<file path="config.mk">
export PLATFORM = sky130hd
export DESIGN_NAME = mem_stage_mux_bank
export DESIGN_NICKNAME = d
export VERILOG_FILES = /design/src/rtl/mem_stage_pkg.sv /design/src/rtl/byte_onehot_sel.sv /design/src/rtl/mem_stage_mux_bank.sv
export SDC_FILE = /design/constraint.sdc
export NUM_CORES = 1
export LEC_CHECK = 0
export ABC_AREA = 1
export CORE_MARGIN = 2
export CORE_UTILIZATION = 35
export CTS_BUF_LIST = sky130_fd_sc_hd__clkbuf_8
export DETAILED_ROUTE_END_ITERATION = 12
export PLACE_DENSITY = 0.87
export SLEW_MARGIN = 25
export SYNTH_ARGS = -nofsm -noshare
export SYNTH_HDL_FRONTEND = slang
export SYNTH_SLANG_ARGS = --single-unit
</file>
<file path="constraint.sdc">
create_clock -name clock -period 2 [get_ports clock]
set_input_delay 0.4 -clock clock [delete_from_list [all_inputs] [get_ports clock]]
set_output_delay 0.4 -clock clock [all_outputs]
set_load 0.005 [all_outputs]
</file>
<file path="src/rtl/mem_stage_pkg.sv">
// Select encodings shared by the MEM-stage steering muxes.
package mem_stage_pkg;

    localparam logic [3:0] ADDR_SEL_X  = 4'b0001;
    localparam logic [3:0] ADDR_SEL_Y  = 4'b0010;
    localparam logic [3:0] ADDR_SEL_Z  = 4'b0100;
    localparam logic [3:0] ADDR_SEL_SP = 4'b1000;

    localparam logic [2:0] STR_SEL_EXMEM = 3'b001;
    localparam logic [2:0] STR_SEL_MEMWB = 3'b010;
    localparam logic [2:0] STR_SEL_CROSS = 3'b100;

    typedef enum logic [1:0] {
        WB_SEL_EXMEM = 2'b00,
        WB_SEL_LOAD  = 2'b01,
        WB_SEL_SFR   = 2'b10,
        WB_SEL_RSVD  = 2'b11
    } wb_sel_e;

endpackage

</file>
<file path="src/rtl/byte_onehot_sel.sv">
// Priority one-hot 3:1 byte selector; lowest set select bit wins, none set gives zero.
// Latency: purely combinational.
// Backpressure: none.
module byte_onehot_sel
    import mem_stage_pkg::*;
(
    input  logic [2:0] sel,
    input  logic [7:0] src_exmem,
    input  logic [7:0] src_memwb,
    input  logic [7:0] src_cross,
    output logic [7:0] dat
);

    always_comb begin
        dat = 8'h00;
        if (|(sel & STR_SEL_EXMEM))
            dat = src_exmem;
        else if (|(sel & STR_SEL_MEMWB))
            dat = src_memwb;
        else if (|(sel & STR_SEL_CROSS))
            dat = src_cross;
    end

endmodule

</file>
<file path="src/rtl/mem_stage_mux_bank.sv">
// MEM-stage data steering: address, store-data and MEM/WB source muxes into output flops.
// Latency: one cycle, every output is registered; captures every cycle.
// Backpressure: none; stalls are handled by the surrounding pipeline registers.
module mem_stage_mux_bank
    import mem_stage_pkg::*;
(
    input  logic        clock,
    input  logic        reset,
    input  logic [3:0]  addr_sel,
    input  logic [15:0] x_ptr,
    input  logic [15:0] y_ptr,
    input  logic [15:0] z_ptr,
    input  logic [15:0] stack_ptr,
    output logic [15:0] mem_addr,
    input  logic [2:0]  str_sel_top,
    input  logic [2:0]  str_sel_bot,
    input  logic [7:0]  ex_mem_data_top,
    input  logic [7:0]  ex_mem_data_bot,
    input  logic [7:0]  mem_wb_data_top,
    input  logic [7:0]  mem_wb_data_bot,
    output logic [15:0] mem_data,
    input  logic [1:0]  wb_sel,
    input  logic [7:0]  sfr_data,
    input  logic [7:0]  ld_res_top,
    input  logic [7:0]  ld_res_bot,
    output logic [7:0]  mem_data_out_top,
    output logic [7:0]  mem_data_out_bot
);

    logic [15:0] addr_nxt;
    logic [7:0]  str_top_nxt;
    logic [7:0]  str_bot_nxt;
    logic [7:0]  wb_top_nxt;
    logic [7:0]  wb_bot_nxt;

    always_comb begin
        addr_nxt = 16'h0000;
        if (|(addr_sel & ADDR_SEL_X))
            addr_nxt = x_ptr;
        else if (|(addr_sel & ADDR_SEL_Y))
            addr_nxt = y_ptr;
        else if (|(addr_sel & ADDR_SEL_Z))
            addr_nxt = z_ptr;
        else if (|(addr_sel & ADDR_SEL_SP))
            addr_nxt = stack_ptr;
    end

    // Cross-forward lets a store pick up the opposite half of the MEM/WB word.
    byte_onehot_sel u_str_top (
        .sel       (str_sel_top),
        .src_exmem (ex_mem_data_top),
        .src_memwb (mem_wb_data_top),
        .src_cross (mem_wb_data_bot),
        .dat       (str_top_nxt)
    );

    byte_onehot_sel u_str_bot (
        .sel       (str_sel_bot),
        .src_exmem (ex_mem_data_bot),
        .src_memwb (mem_wb_data_bot),
        .src_cross (mem_wb_data_top),
        .dat       (str_bot_nxt)
    );

    always_comb begin
        wb_top_nxt = 8'h00;
        wb_bot_nxt = 8'h00;
        case (wb_sel_e'(wb_sel))
            WB_SEL_EXMEM: begin
                wb_top_nxt = ex_mem_data_top;
                wb_bot_nxt = ex_mem_data_bot;
            end
            WB_SEL_LOAD: begin
                wb_top_nxt = ld_res_top;
                wb_bot_nxt = ld_res_bot;
            end
            WB_SEL_SFR: begin
                wb_bot_nxt = sfr_data;
            end
            default: begin
                wb_top_nxt = 8'h00;
                wb_bot_nxt = 8'h00;
            end
        endcase
    end

    always_ff @(posedge clock or posedge reset) begin
        if (reset) begin
            mem_addr         <= 16'h0000;
            mem_data         <= 16'h0000;
            mem_data_out_top <= 8'h00;
            mem_data_out_bot <= 8'h00;
        end else begin
            mem_addr         <= addr_nxt;
            mem_data         <= {str_top_nxt, str_bot_nxt};
            mem_data_out_top <= wb_top_nxt;
            mem_data_out_bot <= wb_bot_nxt;
        end
    end

endmodule

</file>
==> results.yml, run 1 <==
routing:
  drtIter0Drc: 65
  ant_nets: 0
  wl_per_cell_um: 14.2
  drc_errors: 0
  via_per_inst: 4.85
  num_vias: 2823
  wl_um: 8280
  first_pass_iters: 4
power:
  power.density_nw_per_um2: 545
  power_switching_mw: 0.612
  internal_power_mw: 1.77
  finalPower_mw: 2.38
  combPwrFrac_pct: 29.6
  seq_power_share_pct: 45.0
  power.share.switching_pct: 25.7
  leakage_nw: 1.98
  ir_drop_v: 0.000283
  p_clk_share_pct: 25.4
die:
  die_area_um2: 7630
  fp.dieH_um: 87.3
  start_util_pct: 36.0
  die_x_um: 87.3
  ioPinCount: 182
  rows: 30
  core_um2: 6760
synthesis:
  synth_cells: 326
  synth.net_count: 460
  synth-seq-cells: 48
  ys_seq_area_share_pct: 49.4
  yosys_warnings: 0
  synth_area_um2: 2430
  synth_cell_type_count: 14
  syn_area_per_cell_um2: 7.46
setup_path:
  path_max_fanout: 1
  crit_path_start_kind: "flop"
  required_ns: 1.60
  worst_setup_path_end_kind: "output port"
  path_cells: "clkdlybuf4s50_1"
  cp_slowest_cell: "clkdlybuf4s50_1"
  cp.arrival_ns: 1.17
  path_delay_family: "buffers and inverters"
  worstSetupPathType: "flop to output port"
  critPathBufInv: 1
  cpPeakStageDelay_ns: 0.55
grt:
  grt_pass1_wl_um: 12600
  grt_pass1_vias: 2772
  grt_overflow: 0
  grt_antenna_before_repair: 0
  grt_util_all_layers_pct: 21.3
  grt_max_degree: 33
finish:
  stdcell_area_um2: 4370
  fillers: 570
  num_antenna_cells: 0
  layout_commonest_cell: "clkdlybuf4s50_1"
  final_core_util_pct: 64.7
  final_cells: 582
  regArea_um2: 1200
  synthToLayoutAreaGrowth_pct: 79.9
  multi_input_area_um2: 1030
  layout.nets: 635
  mostFrequentLayoutCells: "clkdlybuf4s50_1, nand2_1, a21oi_1"
  drive_above_1_share_pct: 4.18
sta:
  hold_viol: 0
  layout_setup_ws_ns: 0.428
  finalSetupTns_ns: 0
  slew_headroom_pct: 57.0
  tightest_slew_ns: 0.644
  rsz0062_at_grt: "false"
  fmax_mhz: 636
  min_period_ns: 1.57
  period_share_pct: 78.6
  hold_slack_ns: 0.394
  drv_slew: 0
  setup_viol: 0
flow_run:
  drv_cap: 0
placement:
  placed_area_um2: 4280
  place_ws_ns: 0.232
  gp_congestion: 0.893
  io_buffers: 181
  hpwl_um: 6770
  placedCellCount: 574
clock_tree:
  cts.sinks: 48
  cts.clk_slew.worst_paths_ns: 0.08
  clockBufferDepth: 2
  postCtsSetupBuffers: 0
  cts_tree: "done"
  root_buffer: "clkbuf_8"
  cts-resized-gates: 0
  numCtsBuffers: 5
  cts_hold_buffers: 0
  htreeDepth: 2
hold_path:
  hold_path_class: "input port to async pin"
outcome:
  status: "completed"
## registers in the layout, indices dropped and copies added (netlist names)
| name | flops |
|---|---|
| mem_data | 16 |
| mem_data_out_top | 8 |
| mem_addr | 16 |
| mem_data_out_bot | 8 |
## power groups by stage
stage | sequential [mW] | clock (mW) | combinational [mW]
final | 1.07 | 0.606 | 0.705
after global routing | 1.08 | 0.661 | 0.765
after CTS | 1.07 | 0.627 | 0.708
after detailed placement | 1.09 | 0 | 0.704
after global placement | 1.09 | 0 | 0.692
after floorplan | 1.10 | 0 | 0.207
## Yosys cell counts
cell	count	area [µm²]
buf_4	1	7.51
buf_2	10	50.1
nand2_1	128	480
inv_4	1	6.26
nand3_1	24	120
clkbuf_1	2	7.51
dfrtp_1	48	1200
buf_6	4	45.0
nor2_1	16	60.1
inv_2	2	7.51
a21oi_1	64	320
nor2_4	3	33.8
inv_1	21	78.8
nor2_2	2	12.5
## worst paths after layout
kind / start / to / slack [ns] / cells after the start
hold / removal: reset / mem_addr[1] / 0.39 / 2
min in group clock: ld_res_top[1] / mem_data_out_top[1] / 0.63 / 3
max in group asynchronous: reset / mem_data_out_bot[2] / 1.11 / 3
setup / recovery: mem_addr[14] / mem_addr[14] / 0.43 / 1
## layer usage
metal	routed length, µm	GRT usage [%]	vias up
met5	0	0	-
met3	753	4.64	16
met2	4300	40.4	150
li1	-	-	1383
met1	3070	22.7	1274
met4	157	7.97	0
## cell families (layout without fill, tap and decap cells)
group | count (synthesis) | after routing | synth area share (%)
flops | 48 | 48 | 49.4
buf+inv | 41 | 217 | 8.34
compound gates | 64 | 64 | 13.2
simple gates | 173 | 173 | 29.1
## cell type report
cell class              count  share of cell area [%]
repair buffers            185                    42.4
flip-flops and latches     48                    27.5
multi-input cells         237                    23.5
well taps                  80                    2.29
inverters                  24                    2.12
clock buffers               6                    1.89
clock inverters             2                   0.343
Note: power is estimated with default switching activity, not from simulation.
==> run 2: changes to the inputs <==
==> constraint.sdc (replaced) <==
create_clock -name clock -period 1.5 [get_ports clock]
set_input_delay 0.3 -clock clock [delete_from_list [all_inputs] [get_ports clock]]
set_output_delay 0.3 -clock clock [all_outputs]
set_load 0.005 [all_outputs]
==> results.yml, run 2 (same netlist as run 1, synthesis figures left out) <==
outcome:
  status: "completed"
placement:
  gp_congestion: 0.918
  hpwl_um: 6770
  io_buffers: 181
  placedCellCount: 582
sta:
  drv_slew: 0
  slew_headroom_pct: 54.5
  rsz0062_at_grt: "false"
  finalSetupTns_ns: 0
  hold_viol: 0
  tightest_slew_ns: 0.682
  min_period_ns: 1.46
  period_share_pct: 97.1
  fmax_mhz: 686
  setup_viol: 0
power:
  power.density_nw_per_um2: 739
  power.share.switching_pct: 24.6
  power_switching_mw: 0.818
  seq_power_share_pct: 43.0
  leakage_nw: 2.05
  p_clk_share_pct: 27.8
  combPwrFrac_pct: 29.2
  ir_drop_v: 0.000359
  internal_power_mw: 2.51
finish:
  drive_above_1_share_pct: 5.69
  final_cells: 590
  final_core_util_pct: 66.6
  mostFrequentLayoutCells: "clkdlybuf4s50_1, nand2_1, a21oi_1"
  layout.nets: 643
  layout_commonest_cell: "clkdlybuf4s50_1"
  num_antenna_cells: 0
  synthToLayoutAreaGrowth_pct: 85.1
  largestRegisters: "mem_addr (16), mem_data (16)"
routing:
  ant_nets: 0
  via_per_inst: 4.79
  wl_um: 8370
  drc_errors: 0
  drtIter0Drc: 99
  first_pass_iters: 6
  num_vias: 2826
  wl_per_cell_um: 14.2
setup_path:
  cp.arrival_ns: 1.16
  worstSetupPathType: "flop to output port"
  cp_slowest_cell: "clkdlybuf4s50_1"
  path_delay_family: "buffers and inverters"
  required_ns: 1.20
  critPathBufInv: 1
  cpPeakStageDelay_ns: 0.51
  cp.depth: 1
  path_cells: "clkdlybuf4s50_1"
  path_max_fanout: 1
  crit_path_start_kind: "flop"
  worst_setup_path_end_kind: "output port"
grt:
  grt_util_all_layers_pct: 21.5
  grt_pass1_vias: 2805
  grt_max_degree: 49
  grt_pass1_wl_um: 12900
  grt_overflow: 0
  grt_antenna_before_repair: 0
die:
  core_um2: 6760
  die_area_um2: 7630
  start_util_pct: 36.0
  rows: 30
  die_x_um: 87.3
  ioPinCount: 182
  fp.dieH_um: 87.3
clock_tree:
  cts-resized-gates: 0
  clockBufferDepth: 2
  postCtsSetupBuffers: 0
  cts.clk_slew.worst_paths_ns: 0.09
  cts_tree: "done"
  cts_hold_buffers: 0
  htreeDepth: 2
  cts.sinks: 48
  root_buffer: "clkbuf_8"
  numCtsBuffers: 5
hold_path:
  hold_path_class: "input port to async pin"
flow_run:
  drv_cap: 0
[run 2: changes by cell type in the layout (fill, tap and decap cells not counted)]
cell / delta
buf_12: +4
buf_4: +4
bufinv_16: +1
clkbuf_8: -1
clkdlybuf4s50_1: -1
clkinv_2: +1
clkinvlp_4: -1
dlymetal6s2s_1: +1
[run 2: final timing paths]
check,endpoint,from
worst max-delay path,mem_data_out_bot[0],mem_data_out_bot[0]
worst min-delay path,mem_data_out_top[3],reset
max in group asynchronous,mem_data[3],reset
min in group clock,mem_data_out_top[0],ld_res_top[0]
[run 2: power by group through the flow]
stage / clock, mW / combinational, mW / sequential, mW
4_1_cts: 0.944 / 0.978 / 1.43
5_1_grt: 0.996 / 1.06 / 1.44
2_1_floorplan: 0 / 0.276 / 1.47
6_report: 0.924 / 0.972 / 1.43
3_5_place_dp: 0 / 0.973 / 1.46
3_3_place_gp: 0 / 0.958 / 1.45
[run 2: per-stage QoR]
step / area [µm²] / total power, mW / worst slack, ns / hold WS, ns
2_1_floorplan: 2430 / 1.75 / 0.0555 / 0.410
3_3_place_gp: 4390 / 2.41 / -0.0955 / 0.685
3_5_place_dp: 4390 / 2.43 / -0.159 / 0.690
4_1_cts: 4500 / 3.35 / 0.0274 / 0.370
5_1_grt: 4500 / 3.49 / 0.00582 / 0.382
6_report: 4500 / 3.33 / 0.0429 / 0.346
[run 2: layout make-up]
type	instances	area (µm²)
repair buffers	193	1970
clock inverters	3	42.5
multi-input cells	237	1030
well taps	80	100
fillers	545	2260
inverters	24	92.6
clock buffers	5	68.8
flip-flops and latches	48	1200
[run 2: per-layer routing]
metal	up-vias	routed length (µm)	GRT usage (%)
met5	-	0	0
li1	1402	-	-
met3	18	764	4.74
met2	164	4280	40.0
met1	1242	3120	23.5
met4	0	208	7.97
==> run 3: changes to the inputs <==
--- a/config.mk
+++ b/config.mk
@@ -7,10 +7,10 @@
 export LEC_CHECK = 0
 export ABC_AREA = 1
 export CORE_MARGIN = 2
-export CORE_UTILIZATION = 35
+export CORE_UTILIZATION = 38
 export CTS_BUF_LIST = sky130_fd_sc_hd__clkbuf_8
 export DETAILED_ROUTE_END_ITERATION = 12
-export PLACE_DENSITY = 0.87
+export PLACE_DENSITY = 0.93
 export SLEW_MARGIN = 25
 export SYNTH_ARGS = -nofsm -noshare
 export SYNTH_HDL_FRONTEND = slang
==> constraint.sdc (replaced) <==
create_clock -name clock -period 1.84 [get_ports clock]
set_input_delay 0.368 -clock clock [delete_from_list [all_inputs] [get_ports clock]]
set_output_delay 0.368 -clock clock [all_outputs]
set_load 0.005 [all_outputs]
==> results.yml, run 3 (same netlist as run 1, synthesis figures left out) <==
power:
  ir_drop_v: 0.000321
  power.density_nw_per_um2: 607
  leakage_nw: 2.00
  finalPower_mw: 2.67
setup_path:
  cp_slowest_cell: "clkdlybuf4s50_1"
  crit_path_start: "mem_data[3]"
  cp.arrival_ns: 1.17
  critPathBufInv: 1
  setup.worst_path.end: "mem_data[3]"
  path_max_fanout: 1
  worst_setup_path_end_kind: "output port"
  path_cells: "clkdlybuf4s50_1"
  required_ns: 1.47
  cpPeakStageDelay_ns: 0.54
  path_delay_family: "buffers and inverters"
  crit_path_start_kind: "flop"
  cp.depth: 1
  worstSetupPathType: "flop to output port"
clock_tree:
  cts.sinks: 48
  cts_tree: "done"
  numCtsBuffers: 5
  root_buffer: "clkbuf_8"
  htreeDepth: 2
  clockBufferDepth: 2
  cts_hold_buffers: 0
  cts-resized-gates: 0
  postCtsSetupBuffers: 0
  cts.clk_slew.worst_paths_ns: 0.09
grt:
  grt_overflow: 0
  grt_util_all_layers_pct: 22.3
  grt_pass1_vias: 2795
  grt_max_degree: 33
  grt_pass1_wl_um: 12700
  grt_antenna_before_repair: 0
routing:
  num_vias: 2831
  wl_um: 7920
  wl_per_cell_um: 13.7
  drtIter0Drc: 148
  via_per_inst: 4.88
  ant_nets: 0
  drc_errors: 0
  first_pass_iters: 4
die:
  die_area_um2: 7050
  core_um2: 6280
  rows: 29
  ioPinCount: 182
  start_util_pct: 38.7
  die_x_um: 84.0
  fp.dieH_um: 84.0
placement:
  gp_congestion: 0.881
  hpwl_um: 6370
  placed_area_um2: 4290
  io_buffers: 181
finish:
  stdcell_area_um2: 4400
  drive_above_1_share_pct: 4.17
  largestRegisters: "mem_addr (16), mem_data (16)"
  mostFrequentLayoutCells: "clkdlybuf4s50_1, nand2_1, a21oi_1"
  layout_commonest_cell: "clkdlybuf4s50_1"
  num_antenna_cells: 0
  synthToLayoutAreaGrowth_pct: 81.0
  layout.nets: 636
sta:
  finalSetupTns_ns: 0
  slew_headroom_pct: 56.6
  rsz0062_at_grt: "false"
  tightest_slew_ns: 0.651
  period_share_pct: 83.4
  hold_viol: 0
  drv_slew: 0
  fmax_mhz: 651
  setup_viol: 0
  hold_slack_ns: 0.365
  min_period_ns: 1.53
flow_run:
  drv_cap: 0
outcome:
  status: "completed"
hold_path:
  hold_path_class: "input port to async pin"
-- run 3: changes by cell type in the layout (fill, tap and decap cells not counted), sizes merged --
cell	delta
dlymetal6s2s	-1
buf	-7
clkinvlp	-1
clkdlybuf4s50	+1
inv	+1
-- run 3: area by class of cell --
type | count | area, µm²
flip-flops and latches | 48 | 1200
clock buffers | 5 | 68.8
fillers | 462 | 1880
clock inverters | 3 | 38.8
inverters | 24 | 92.6
well taps | 77 | 96.3
repair buffers | 186 | 1870
multi-input cells | 237 | 1030
-- run 3: worst min-delay path by stage --
stage / start / endpoint / slack (ns)
after floorplan: ld_res_top[0] / mem_data_out_top[0] / 0.48
after global placement: reset / mem_addr[3] / 0.68
after detailed placement: reset / mem_addr[2] / 0.69
after CTS: reset / mem_addr[2] / 0.37
after global routing: reset / mem_addr[2] / 0.40
final: reset / mem_addr[2] / 0.37
-- run 3: power breakdown --
part	total, mW	internal (mW)	switching (mW)	leakage [nW]
sequential	1.17	1.14	0.0243	0.581
clock	0.733	0.398	0.335	0.0593
combinational	0.772	0.484	0.288	1.36
-- run 3: per-layer routing --
metal  vias up  share of wire [%]  GRT usage [%]  routed length, µm
met5         -                  0              0                  0
met2       151                 52           41.6               4080
li1       1387                  -              -                  -
met4         0                1.6           5.57                123
met1      1281                 38           24.7               2990
met3        12                9.1           6.43                718
-- run 3: stage by stage --
step	instances	util, %	worst slack [ns]
2_1_floorplan	326	-	0.328
5_1_grt	580	70.1	0.230
3_5_place_dp	572	68.4	0.100
6_report	580	70.1	0.305
3_3_place_gp	572	68.4	0.171
4_1_cts	580	70.1	0.275
